==> src/rtl/fm_disp_pkg.sv <==
// rtl/fm_disp_pkg.sv - shared constants and types for the frequency-meter display scanner
// Contents: active-low segment codes ({g,f,e,d,c,b,a}), digit-slot index type,
// active-low one-hot digit enable codes ({H,D,U}) and the slot-advance helper.
package fm_disp_pkg;

  localparam logic [6:0] SEG_0    = 7'b1000000;
  localparam logic [6:0] SEG_1    = 7'b1111001;
  localparam logic [6:0] SEG_2    = 7'b0100100;
  localparam logic [6:0] SEG_3    = 7'b0110000;
  localparam logic [6:0] SEG_4    = 7'b0011001;
  localparam logic [6:0] SEG_5    = 7'b0010010;
  localparam logic [6:0] SEG_6    = 7'b0000010;
  localparam logic [6:0] SEG_7    = 7'b1111000;
  localparam logic [6:0] SEG_8    = 7'b0000000;
  localparam logic [6:0] SEG_9    = 7'b0010000;
  localparam logic [6:0] SEG_E    = 7'b0000110;
  localparam logic [6:0] SEG_DASH = 7'b0111111;
  localparam logic [6:0] SEG_OFF  = 7'b1111111;

  typedef enum logic [1:0] {
    DIG_U = 2'd0,
    DIG_D = 2'd1,
    DIG_H = 2'd2
  } dig_idx_e;

  localparam logic [2:0] EN_U    = 3'b110;
  localparam logic [2:0] EN_D    = 3'b101;
  localparam logic [2:0] EN_H    = 3'b011;
  localparam logic [2:0] EN_NONE = 3'b111;

  // Scan order U -> D -> H -> U.
  function automatic dig_idx_e next_dig(input dig_idx_e cur);
    case (cur)
      DIG_U:   next_dig = DIG_D;
      DIG_D:   next_dig = DIG_H;
      default: next_dig = DIG_U;
    endcase
  endfunction

endpackage

==> src/rtl/fm_seg_decode.sv <==
// rtl/fm_seg_decode.sv - BCD to active-low 7-segment converter
// Ports:
//   bcd_i  [3:0] digit value; 10..15 render as 'E'
//   dash_i       forces a dash regardless of bcd_i
//   seg_o  [6:0] segments {g,f,e,d,c,b,a}, active-low
module fm_seg_decode
  import fm_disp_pkg::*;
(
  input  logic [3:0] bcd_i,
  input  logic       dash_i,
  output logic [6:0] seg_o
);

  always_comb begin
    seg_o = SEG_E;
    if (dash_i) begin
      seg_o = SEG_DASH;
    end else begin
      case (bcd_i)
        4'd0:    seg_o = SEG_0;
        4'd1:    seg_o = SEG_1;
        4'd2:    seg_o = SEG_2;
        4'd3:    seg_o = SEG_3;
        4'd4:    seg_o = SEG_4;
        4'd5:    seg_o = SEG_5;
        4'd6:    seg_o = SEG_6;
        4'd7:    seg_o = SEG_7;
        4'd8:    seg_o = SEG_8;
        4'd9:    seg_o = SEG_9;
        default: seg_o = SEG_E;
      endcase
    end
  end

endmodule

==> src/rtl/fm_display_scan.sv <==
// rtl/fm_display_scan.sv - captures the meter result and time-multiplexes a 3-digit 7-segment display
// Parameters: SCAN_DIV cycles per digit slot (>=2), CNT_W slot timer width.
// Optional: define FM_DISP_LZB_EN for leading-zero blanking of H and D.
// Ports:
//   CLK, CLR       clock, synchronous active-high reset
//   QH, QD, QU     BCD digits from the meter latch
//   OVF            overflow flag from the meter latch
//   nDONE          end-of-measurement, active-low; falling edge captures
//   SEG [6:0]      segments {g,f,e,d,c,b,a}, active-low
//   DIG_nEN [2:0]  digit enables {H,D,U}, active-low one-hot
//   VALID          a result has been captured since reset
module fm_display_scan
  import fm_disp_pkg::*;
#(
  parameter int SCAN_DIV = 4,
  parameter int CNT_W    = 8
) (
  input  logic       CLK,
  input  logic       CLR,
  input  logic [3:0] QH,
  input  logic [3:0] QD,
  input  logic [3:0] QU,
  input  logic       OVF,
  input  logic       nDONE,
  output logic [6:0] SEG,
  output logic [2:0] DIG_nEN,
  output logic       VALID
);

  localparam logic [CNT_W-1:0] TIMER_LAST = CNT_W'(SCAN_DIV - 1);

  logic             ndone_q;
  logic             arm_q;
  logic [3:0]       cap_h_q, cap_d_q, cap_u_q;
  logic             cap_ovf_q;
  logic             valid_q;
  logic [CNT_W-1:0] timer_q;
  dig_idx_e         dig_q;
  logic [6:0]       seg_q;
  logic [2:0]       nen_q;

  logic             capture;
  logic [3:0]       cap_h_d, cap_d_d, cap_u_d;
  logic             cap_ovf_d;
  logic             valid_d;
  logic [CNT_W-1:0] timer_d;
  dig_idx_e         dig_d;
  logic [3:0]       digit_sel;
  logic [2:0]       en_sel;
  logic             lzb_blank;
  logic             show;
  logic [6:0]       dec_seg;
  logic [6:0]       seg_d;
  logic [2:0]       nen_d;

  // arm_q only sets once nDONE has been seen high after reset, so a nDONE
  // held low across reset release is not mistaken for a falling edge even
  // though the edge-detect register itself resets to 1.
  assign capture = ndone_q & ~nDONE & arm_q;

  always_comb begin
    cap_h_d   = capture ? QH  : cap_h_q;
    cap_d_d   = capture ? QD  : cap_d_q;
    cap_u_d   = capture ? QU  : cap_u_q;
    cap_ovf_d = capture ? OVF : cap_ovf_q;
    valid_d   = valid_q | capture;

    if (timer_q >= TIMER_LAST) begin
      timer_d = '0;
      dig_d   = next_dig(dig_q);
    end else begin
      timer_d = timer_q + CNT_W'(1);
      dig_d   = dig_q;
    end
  end

  // Outputs are registered from the next-state values so that SEG/DIG_nEN
  // describe the current slot/timer and a fresh capture shows the very next cycle.
  always_comb begin
    digit_sel = cap_u_d;
    en_sel    = EN_U;
    case (dig_d)
      DIG_D: begin
        digit_sel = cap_d_d;
        en_sel    = EN_D;
      end
      DIG_H: begin
        digit_sel = cap_h_d;
        en_sel    = EN_H;
      end
      default: begin
        digit_sel = cap_u_d;
        en_sel    = EN_U;
      end
    endcase
  end

`ifdef FM_DISP_LZB_EN
  always_comb begin
    lzb_blank = 1'b0;
    if (!cap_ovf_d) begin
      case (dig_d)
        DIG_H:   lzb_blank = (cap_h_d == 4'd0);
        DIG_D:   lzb_blank = (cap_h_d == 4'd0) && (cap_d_d == 4'd0);
        default: lzb_blank = 1'b0;
      endcase
    end
  end
`else
  assign lzb_blank = 1'b0;
`endif

  fm_seg_decode u_dec (
    .bcd_i  (digit_sel),
    .dash_i (cap_ovf_d),
    .seg_o  (dec_seg)
  );

  // Timer value 0 is the anti-ghosting gap at every digit switch.
  assign show  = valid_d && (timer_d != '0) && !lzb_blank;
  assign seg_d = show ? dec_seg : SEG_OFF;
  assign nen_d = show ? en_sel  : EN_NONE;

  always_ff @(posedge CLK) begin
    if (CLR) begin
      ndone_q   <= 1'b1;
      arm_q     <= 1'b0;
      cap_h_q   <= 4'd0;
      cap_d_q   <= 4'd0;
      cap_u_q   <= 4'd0;
      cap_ovf_q <= 1'b0;
      valid_q   <= 1'b0;
      timer_q   <= '0;
      dig_q     <= DIG_U;
      seg_q     <= SEG_OFF;
      nen_q     <= EN_NONE;
    end else begin
      ndone_q   <= nDONE;
      arm_q     <= arm_q | nDONE;
      cap_h_q   <= cap_h_d;
      cap_d_q   <= cap_d_d;
      cap_u_q   <= cap_u_d;
      cap_ovf_q <= cap_ovf_d;
      valid_q   <= valid_d;
      timer_q   <= timer_d;
      dig_q     <= dig_d;
      seg_q     <= seg_d;
      nen_q     <= nen_d;
    end
  end

  assign SEG     = seg_q;
  assign DIG_nEN = nen_q;
  assign VALID   = valid_q;

endmodule
==> config.mk <==
export PLATFORM = sky130hd
export DESIGN_NAME = fm_display_scan
export DESIGN_NICKNAME = d
export VERILOG_FILES = /design/src/rtl/fm_disp_pkg.sv /design/src/rtl/fm_seg_decode.sv /design/src/rtl/fm_display_scan.sv
export SDC_FILE = /design/constraint.sdc
export NUM_CORES = 1
export LEC_CHECK = 0
export CAP_MARGIN = 20
export CORE_AREA = 2 2 67 69
export DETAILED_ROUTE_END_ITERATION = 8
export DIE_AREA = 0 0 69 71
export HOLD_SLACK_MARGIN = 0.1
export PLACE_DENSITY = 0.61
export SLEW_MARGIN = 25
export SYNTH_ARGS = -nofsm -noshare
export SYNTH_HDL_FRONTEND = slang
export SYNTH_SLANG_ARGS = --single-unit
==> constraint.sdc <==
create_clock -name CLK -period 4.03 [get_ports CLK]
set_input_delay 0.403 -clock CLK [delete_from_list [all_inputs] [get_ports CLK]]
set_output_delay 0.403 -clock CLK [all_outputs]
set_load 0.01 [all_outputs]
==> flow_metrics.py <==
metrics = {
    "sta": {
        "final_max_slew_viol_count": 0,
        "finalCritPeriodShare_pct": 84.44,
        "tns_ns": 0,
        "grt_setup_unrepaired": "no",
        "clock.fmax_mhz": 293.9,
        "setup_violations": 0,
        "skew_ns": 0.003111,
        "worst_pin_slew_ns": 0.7154,
        "hold_viol": 0,
        "setup_ws_ns": 0.6272,
        "finalWorstPathRequiredPeriod_ns": 3.403,
        "slew_headroom_pct": 52.16,
    },
    "pwr": {
        "seqPwrFrac_pct": 46.0,
        "vdd_drop_max_mv": 0.1922,
        "cellLeakagePower_nw": 0.8560,
        "power_density_nw_per_um2": 429.8,
        "pwr-share-comb_pct": 20.5,
        "pwr-share-clk_pct": 33.5,
        "swShare_pct": 26.30,
        "total_switching_power_uw": 213.0,
        "internal_power_uw": 596.8,
    },
    "critical_path": {
        "cp_max_fo": 9,
        "r2r.worst_path.cells": 12,
        "crit_required_ns": 4.24,
        "worstSetupEndpointType": "register",
        "critPathKind": "register to register",
        "critPathLaunchType": "register",
        "critPathArrivalTime_ns": 3.61,
    },
    "grt": {
        "grt_max_degree": 21,
        "met3_usage_pct": 5.840,
        "grt_antenna_before_repair": 0,
        "grt_usage_pct": 12.19,
        "grtUsageMet2_pct": 18.38,
        "busiest_layer": "met2",
        "use_met1_pct": 14.89,
        "first_global_vias": 1057,
        "overflow": 0,
        "grt_pass1_wl_mm": 4.719,
    },
    "layout": {
        "layout_commonest_cell": "dfxtp_1",
        "n_antenna_cell": 0,
        "fin_util_pct": 44.82,
        "area_growth_pct": 27.52,
        "final_cell_mix": "36 x dfxtp_1, 26 x clkdlybuf4s50_1, 12 x nor2_1, 10 x mux2i_1, 10 x ha_1",
        "layout.nets": 194,
        "drive_above_1_share_pct": 13.10,
    },
    "clock_tree": {
        "clkSlewWorstSetupHoldPaths_ns": 0.07,
        "htree_levels": 2,
        "clk_latency_ns": 0.29,
        "cts_buffers": 5,
        "clock_path_buffers": 2,
        "cts_tree": "yes",
        "post_cts_buffers": 0,
        "cts_resized": 0,
        "ctsRootBufferMaster": "clkbuf_8",
        "ctsHoldBuffers": 0,
        "cts.sinks": 36,
    },
    "route": {
        "drc": 0,
        "vias_per_cell": 4.591,
        "drt-total-wl_mm": 2.655,
        "firstDrtPassIters": 4,
        "initialDrtViolationCount": 19,
        "dr_total_vias": 1010,
        "ant_nets": 0,
        "wire_per_inst_um": 12.07,
    },
    "die": {
        "io_pins": 27,
        "core-area_um2": 4204,
        "die_h_um": 71,
        "die_w_um": 69,
        "initial_utilization_pct": 35.15,
        "num_rows": 24,
        "die-area_um2": 4899,
    },
    "logic_synthesis": {
        "ys_async_sr_fraction_pct": 0,
        "synth_edf_count": 0,
        "synth_cell_types": 37,
        "synth_seq_area_share_pct": 48.77,
        "synth_seq_cells": 36,
        "synth_top_cell_area_share_pct": 48.77,
        "synth_ff_type": "dfxtp_1",
        "syn_area_um2": 1478,
        "synth_cells": 135,
        "synth_top_area_cell": "dfxtp_1",
        "yosys_warnings": 0,
        "synth.area.top_cells": "dfxtp_1 49%, ha_1 8.5%, mux2i_1 6.8%",
        "avgSynthCellArea_um2": 10.95,
    },
    "placement": {
        "dpl.hpwl_mm": 1.946,
        "io_buffers": 26,
        "place_ws_ns": 0.6396,
        "gp_congestion": 0.8557,
    },
    "hold_path": {
        "hp-class": "register to register",
        "hold_depth": 2,
    },
    "run_status": {
        "outcome": "finished clean",
    },
    "job": {
        "drv_cap": 0,
    },
}
==> layout make-up <==
cell class	instances	area [um2]
flip-flops and latches	36	720.7
multi-input cells	92	715.7
inverters	7	26.28
clock buffers	7	96.34
fillers	401	2320
well taps	52	65.06
repair buffers	26	260.3
==> registers in the layout, summed over array words and instances, names as in the netlist <==
register	count
DIG_nEN	3
SEG	7
VALID	1
arm_q	1
cap_d_q	4
cap_h_q	4
cap_ovf_q	1
cap_u_q	4
dig_q	2
ndone_q	1
timer_q	8
==> worst max-delay path, cell delays in order, from the launching register on <==
cell      delay, ns
dfxtp_1        0.33
ha_1           0.20
nor4_1         0.27
nand2_1        0.22
and3b_1        0.22
a31oi_1        0.29
inv_1          0.11
ha_1           0.42
o21ai_1        0.44
inv_1          0.14
ha_1           0.25
mux2_2         0.26
o211ai_1       0.16
==> synthesized netlist by cell type (2+ instances only) <==
cell type	instances
a21o_2	2
a21oi_1	2
a221oi_2	2
and2_1	3
buf_6	2
clkbuf_1	3
dfxtp_1	36
ha_1	10
inv_1	7
mux2_1	2
mux2_2	2
mux2_4	3
mux2i_1	10
nand2_1	5
nor2_1	12
nor2b_1	8
nor3_1	2
o21ai_1	5
==> through the flow <==
| stage | hold slack (ns) | instance area (um2) | std cells | total power, mW |
|---|---|---|---|---|
| after floorplan | 0.4239 | 1496 | 140 | 0.5110 |
| after global placement | 0.4313 | 1788 | 213 | 0.5408 |
| after detailed placement | 0.4597 | 1788 | 213 | 0.5464 |
| after CTS | 0.4703 | 1884 | 220 | 0.8210 |
| after global routing | 0.5014 | 1884 | 220 | 0.8608 |
| final | 0.4683 | 1884 | 220 | 0.8099 |
==> cell families after synthesis <==
family / share of synthesized area [%]
other: 0.2538
and+or+nand+nor: 15.41
adders and majority gates: 8.467
buffers and inverters: 4.065
muxes: 12.87
AOI/OAI and AO/OA: 10.16
DFF: 48.77
==> routing by layer <==
layer	vias to the layer above	routed length, um
li1	513	-
met1	465	1280
met2	27	1146
met3	5	190
met4	0	38
met5	-	0
==> worst paths after layout <==
kind | from | end | slack [ns]
worst max-delay path | timer_q[0] | SEG[4] | 0.63
worst min-delay path | VALID | VALID | 0.47
worst max register to register | timer_q[0] | SEG[4] | 0.63
worst min register to register | VALID | VALID | 0.47
==> power by group through the flow <==
| stage | combinational (mW) | clock, mW | sequential, mW |
|---|---|---|---|
| after CTS | 0.167 | 0.281 | 0.373 |
| after global placement | 0.161 | 0 | 0.380 |
| after global routing | 0.188 | 0.299 | 0.373 |
| after floorplan | 0.131 | 0 | 0.380 |
| final | 0.166 | 0.271 | 0.373 |
| after detailed placement | 0.166 | 0 | 0.381 |
(Power assumes the default switching activity.)
